===== config.mk =====
export PLATFORM = sky130hd
export DESIGN_NAME = tage_port_sched
export DESIGN_NICKNAME = d
export VERILOG_FILES = /design/src/rtl/tage_pkg.sv /design/src/rtl/tage_upd_fifo.sv /design/src/rtl/tage_port_sched.sv
export SDC_FILE = /design/constraint.sdc
export NUM_CORES = 1
export LEC_CHECK = 0
export ABC_CLOCK_PERIOD_IN_PS = 2580
export BUFFER_PORTS_ARGS = -buffer_cell sky130_fd_sc_hd__buf_4
export CAP_MARGIN = 20
export CORE_UTILIZATION = 41
export CTS_CLUSTER_DIAMETER = 150
export DETAILED_ROUTE_END_ITERATION = 16
export GPL_TIMING_DRIVEN = 0
export HOLD_SLACK_MARGIN = 0.15
export PLACE_DENSITY_LB_ADDON = 0.05
export SYNTH_ARGS = -nofsm -noshare
export SYNTH_HDL_FRONTEND = slang
export SYNTH_HIERARCHICAL = 1
export SYNTH_SLANG_ARGS = --single-unit

===== constraint.sdc =====
create_clock -name clk_i -period 2.58 [get_ports clk_i]
set_input_delay 0 -clock clk_i [delete_from_list [all_inputs] [get_ports clk_i]]
set_output_delay 0 -clock clk_i [all_outputs]
set_load 0.01 [all_outputs]

===== src/rtl/tage_pkg.sv =====
// Shared types for the TAGE table-port scheduler and its resolution FIFO.
package tage_pkg;

    localparam int TAGE_IDX_W = 32;

    typedef enum logic [1:0] {
        GNT_NONE = 2'd0,
        GNT_LKP  = 2'd1,
        GNT_UPD  = 2'd2
    } grant_e;

    typedef enum logic {
        ST_NORMAL = 1'b0,
        ST_FORCE  = 1'b1
    } sched_state_e;

    typedef struct packed {
        logic [TAGE_IDX_W-1:0] idx;
        logic                  taken;
        logic                  correct;
    } upd_entry_t;

endpackage


===== src/rtl/tage_upd_fifo.sv =====
// Synchronous FIFO of branch resolutions; head is read combinationally, no write-to-read bypass.
module tage_upd_fifo
    import tage_pkg::*;
#(
    parameter int DEPTH = 4
) (
    input  logic                       clk_i,
    input  logic                       rst_i,
    input  logic                       push_i,
    input  upd_entry_t                 push_data_i,
    input  logic                       pop_i,
    output upd_entry_t                 head_o,
    output logic                       full_o,
    output logic                       empty_o,
    output logic [$clog2(DEPTH+1)-1:0] occ_o
);

    localparam int PW = $clog2(DEPTH);
    localparam int OW = $clog2(DEPTH+1);

    upd_entry_t      mem_q [DEPTH];
    logic [PW-1:0]   wr_ptr_q, wr_ptr_d;
    logic [PW-1:0]   rd_ptr_q, rd_ptr_d;
    logic [OW-1:0]   occ_q, occ_d;

    always_comb begin
        wr_ptr_d = wr_ptr_q;
        rd_ptr_d = rd_ptr_q;
        occ_d    = occ_q;
        if (push_i) wr_ptr_d = wr_ptr_q + 1'b1;
        if (pop_i)  rd_ptr_d = rd_ptr_q + 1'b1;
        if (push_i && !pop_i)      occ_d = occ_q + 1'b1;
        else if (pop_i && !push_i) occ_d = occ_q - 1'b1;
    end

    always_ff @(posedge clk_i) begin
        if (!rst_i) begin
            wr_ptr_q <= '0;
            rd_ptr_q <= '0;
            occ_q    <= '0;
        end else begin
            wr_ptr_q <= wr_ptr_d;
            rd_ptr_q <= rd_ptr_d;
            occ_q    <= occ_d;
        end
    end

    // Storage is not reset; occupancy alone decides what is valid.
    always_ff @(posedge clk_i) begin
        if (push_i) mem_q[wr_ptr_q] <= push_data_i;
    end

    assign head_o  = mem_q[rd_ptr_q];
    assign full_o  = (occ_q == OW'(DEPTH));
    assign empty_o = (occ_q == '0);
    assign occ_o   = occ_q;

endmodule


===== src/rtl/tage_port_sched.sv =====
// Arbitrates the single TAGE table port between front-end lookups and queued resolution updates.
//  state     | meaning
//  S_NORMAL  | lookups win unless the FIFO is full
//  S_FORCE   | one cycle where a pending update is issued ahead of lookups
module tage_port_sched
    import tage_pkg::*;
#(
    parameter int IDX_W      = TAGE_IDX_W,
    parameter int DEPTH      = 4,
    parameter int STARVE_MAX = 8
) (
    input  logic                       clk_i,
    input  logic                       rst_i,
    input  logic                       lkp_valid_i,
    input  logic [IDX_W-1:0]           lkp_idx_i,
    output logic                       lkp_ready_o,
    input  logic                       res_valid_i,
    input  logic [IDX_W-1:0]           res_idx_i,
    input  logic                       res_taken_i,
    input  logic                       res_correct_i,
    output logic                       res_ready_o,
    output logic [IDX_W-1:0]           tp_idx_o,
    output logic                       tp_update_en_o,
    output logic                       tp_br_result_o,
    output logic                       tp_correct_o,
    input  logic                       tp_prediction_i,
    output logic                       pred_valid_o,
    output logic                       pred_taken_o,
    output logic [$clog2(DEPTH+1)-1:0] occ_o
);

    localparam logic [0:0] S_NORMAL = 1'(ST_NORMAL);
    localparam logic [0:0] S_FORCE  = 1'(ST_FORCE);
    localparam int         SW       = $clog2(STARVE_MAX+1);
    localparam logic [SW-1:0] STARVE_LAST = SW'(STARVE_MAX-1);

    logic [0:0]    state_q, state_d;
    logic [SW-1:0] starve_q, starve_d;
    logic          pred_valid_q, pred_valid_d;
    grant_e        grant;
    logic          full, empty, push, pop;
    upd_entry_t    head, push_data;

    always_comb begin
        grant = GNT_NONE;
        if (!rst_i)                 grant = GNT_NONE;
        else if (full)              grant = GNT_UPD;
        else if (state_q == S_FORCE) grant = empty ? GNT_NONE : GNT_UPD;
        else if (lkp_valid_i)       grant = GNT_LKP;
        else if (!empty)            grant = GNT_UPD;
    end

    assign pop         = (grant == GNT_UPD);
    assign lkp_ready_o = (grant == GNT_LKP);
    assign res_ready_o = rst_i && (!full || pop);
    assign push        = res_valid_i && res_ready_o;

    assign push_data.idx     = res_idx_i;
    assign push_data.taken   = res_taken_i;
    assign push_data.correct = res_correct_i;

    tage_upd_fifo #(.DEPTH(DEPTH)) u_fifo (
        .clk_i       (clk_i),
        .rst_i       (rst_i),
        .push_i      (push),
        .push_data_i (push_data),
        .pop_i       (pop),
        .head_o      (head),
        .full_o      (full),
        .empty_o     (empty),
        .occ_o       (occ_o)
    );

    always_comb begin
        tp_idx_o       = '0;
        tp_update_en_o = 1'b0;
        tp_br_result_o = 1'b0;
        tp_correct_o   = 1'b0;
        if (grant == GNT_LKP) begin
            tp_idx_o = lkp_idx_i;
        end else if (grant == GNT_UPD) begin
            tp_idx_o       = head.idx;
            tp_update_en_o = 1'b1;
            tp_br_result_o = head.taken;
            tp_correct_o   = head.correct;
        end
    end

    // Starvation only accrues while an update is waiting behind a lookup.
    always_comb begin
        starve_d     = starve_q;
        state_d      = S_NORMAL;
        pred_valid_d = (grant == GNT_LKP);
        if (pop || empty) begin
            starve_d = '0;
        end else if (grant == GNT_LKP && starve_q != STARVE_LAST) begin
            starve_d = starve_q + 1'b1;
        end
        if (state_q == S_NORMAL && grant == GNT_LKP && !empty && starve_q == STARVE_LAST)
            state_d = S_FORCE;
    end

    always_ff @(posedge clk_i) begin
        if (!rst_i) begin
            state_q      <= S_NORMAL;
            starve_q     <= '0;
            pred_valid_q <= 1'b0;
        end else begin
            state_q      <= state_d;
            starve_q     <= starve_d;
            pred_valid_q <= pred_valid_d;
        end
    end

    assign pred_valid_o = pred_valid_q;
    assign pred_taken_o = pred_valid_q && tp_prediction_i;

endmodule

==> impl_metrics.ini <==
[run_status]
status = finished clean

[synthesis]
synth_area_um2 = 6030
avgSynthCellArea_um2 = 20.7
post-synth-top-count-cell = edfxtp_1
netlist_top_cells_count = edfxtp_1, a22o_1, mux4_2
syn-num-nets = 370
ys_seq_area_frac = 0.727
synth_cell_types = 31
ys_ff_latch = 151
dominantRegCellSynth = edfxtp_1
synth_area_leader_cell = edfxtp_1
yosysTopAreaCellShare = 0.677
synth-edff-count = 136
synthArstFlopShare = 0
synth_cells = 292
synth_area_leaders = edfxtp_1, mux4_2, dfxtp_1
yosysWarnings = 6

[finish]
n_antenna_cell = 0
fin_nets = 543
drive_above_1_share = 0.405
syn_to_final_growth_pct = 34.8
seqCellArea_um2 = 4380
layoutNonFillerInstCount = 657
multi_input_area_um2 = 1510
fillCellCount = 1123

[setup_path]
regToRegSetupSlack_ns = 0.23
endpoint_kind = flip-flop
required_ns = 2.92
setup.worst_path.class = flip-flop to flip-flop
rr_worst_depth = 10
start_kind = flip-flop
cp_max_fo = 10
regToRegStartpoint = u_fifo/occ_o[1]
worstPathArrival_ns = 2.69
r2r-end = u_fifo/occ_o[2]

[power]
power.leakage_nw = 2.97
power.switching_w = 0.00174
power.internal_w = 0.00518
powerDensity_nw_per_um2 = 851
pwr-share-comb = 0.260
p_seq_frac = 0.409
swShare = 0.252
peakVddDrop_mv = 0.597
p_clk_frac = 0.331

[clock_tree]
cts.reportedPaths.clkPinSlew_ns = 0.06
clockRootBuffer = clkbuf_16
cts_tree = yes
h-tree-depth = 4
numCtsBuffers = 17
worstSkewPairLatency_ns = 0.41
cts.sinks = 151
clockBufferDepth = 2

[timing]
finalClockSkew_ns = 0.00516
fin_crit_sh = 0.912
fin_tns_setup_ns = 0
post-route-min-period_ns = 2.35
tightest_slew_ns = 0.586
rsz0062_at_grt = no
fmax_mhz = 425
hold_violations = 0
worst_slack_ns = 0.228
drv_slew = 0
setup_viol = 0
slew_headroom = 0.609

[floorplan]
die_area_um2 = 15200
core_um2 = 14100
start_util = 0.428
die_h_um = 123
ios = 113
rows = 43
die_w_um = 123

[placed_design]
portBuffers = 112
dpl.hpwl_mm = 7.49
place_inst = 588
dp_slack_ns = 0.0331
place_congestion = 0.651

[global_routing]
grt_pass1_wl_mm = 18.1
gr-total-overflow = 0
grt_use_met1 = 0.209
grt_max_degree = 23
use_met3 = 0.0618
use_met2 = 0.281
antenna_found_initial = 0
grt_pass1_vias = 3405
grt_util_all_layers = 0.171
grt.busiest_layer = met2

[flow_run]
drv_cap = 0

[hold_path]
worstHoldPathType = input pin to primary output
worstHoldPathCells = 3
hold_path_startpoint = tp_prediction_i
hold_end = pred_taken_o

[route]
vias_per_cell = 5.11
wl_per_cell_um = 18.4
drc = 0
ant_nets = 0
vias = 3360
drt_iter0_markers = 207
wirelength_mm = 12.1
first_pass_iters = 5
-- through the flow --
step,hold slack [ns],cell area (um^2),power (W),util
after floorplan,0.0989,6030,0.00399,-
after global placement,0.200,7100,0.00461,0.503
after detailed placement,0.203,7180,0.00464,0.509
after CTS,0.290,8110,0.00699,0.575
after global routing,0.304,8130,0.00724,0.577
final,0.286,8130,0.00692,0.577
-- state kept, by name, indices dropped and copies added, names as in the netlist, named ones only --
signal / count
pred_valid_o: 1
u_fifo/mem_q: 136
state_q: 1
u_fifo/occ_o: 3
u_fifo/rd_ptr_q: 2
u_fifo/wr_ptr_q: 2
starve_q: 4
-- power by group through the flow --
stage / Sequential (W) / Clock [W] / Combinational [W]
finish: 0.00283 / 0.00229 / 0.00180
global placement: 0.00287 / 0 / 0.00174
detailed placement: 0.00287 / 0 / 0.00176
global route: 0.00284 / 0.00244 / 0.00196
floorplan: 0.00287 / 0 / 0.00111
CTS: 0.00282 / 0.00235 / 0.00182
-- what timing repair did --
item	4_1_cts	5_1_grt
endpoints found under the setup margin	0	2
setup buffers	0	0
hold buffers	38	0
resized for setup	0	4
hold endpoints to repair	146	0
-- worst max-delay path by stage --
stage	end	start	slack (ns)	cells past startpoint
detailed placement	u_fifo/occ_o[2]	u_fifo/occ_o[0]	0.03	11
global placement	u_fifo/mem_q[0][5]	u_fifo/wr_ptr_q[0]	0.06	3
finish	u_fifo/occ_o[2]	u_fifo/occ_o[1]	0.23	10
CTS	u_fifo/occ_o[2]	u_fifo/occ_o[0]	0.01	11
floorplan	u_fifo/occ_o[2]	u_fifo/occ_o[0]	0.31	11
global route	u_fifo/occ_o[2]	u_fifo/occ_o[0]	0.06	10
-- cells by family (layout without fill, tap and decap cells) --
kind of cell    Yosys count  after routing  share of synthesized area
compound gates           36             37                     0.0508
xor+xnor                  6              6                    0.00872
fa+ha+maj                 7              7                     0.0158
buf+inv                  20            204                     0.0282
flops                   151            151                      0.727
mux                      38             38                      0.136
simple gates             34             34                     0.0334
-- worst max-delay path, cell delays in order (launching register included) --
cell	delay (ns)
dfxtp_1	0.37
nor3_2	0.20
nand2b_2	0.20
o21ai_4	0.15
inv_1	0.10
ha_1	0.18
inv_1	0.06
fa_1	0.37
xor2_1	0.17
or3_1	0.29
a21boi_0	0.16
-- layer usage --
metal | share of wire | up-vias | routed length (um)
met5 | 0 | - | 0
met4 | 0.011 | 0 | 136
met3 | 0.046 | 11 | 556
met2 | 0.50 | 93 | 6090
met1 | 0.44 | 1698 | 5300
li1 | - | 1558 | -
-- placed cells by master, fill, tap and decap left out, types with 6 or more instances in the layout --
master / n
edfxtp_1: 136
ha_1: 6
buf_12: 7
and2_1: 9
mux4_2: 30
buf_4: 114
dfxtp_1: 15
a22o_1: 32
nor2_1: 6
dlygate4sd3_1: 38
clkbuf_16: 17
-- layout make-up --
class / count / area share
Sequential cell: 151 / 0.539
Multi-Input combinational cell: 122 / 0.186
Timing Repair Buffer: 154 / 0.160
Clock buffer: 19 / 0.0533
Tap cell: 180 / 0.0277
Buffer: 15 / 0.0182
Clock inverter: 12 / 0.0137
Inverter: 4 / 0.00185
Power figures use the tool's default switching activity.
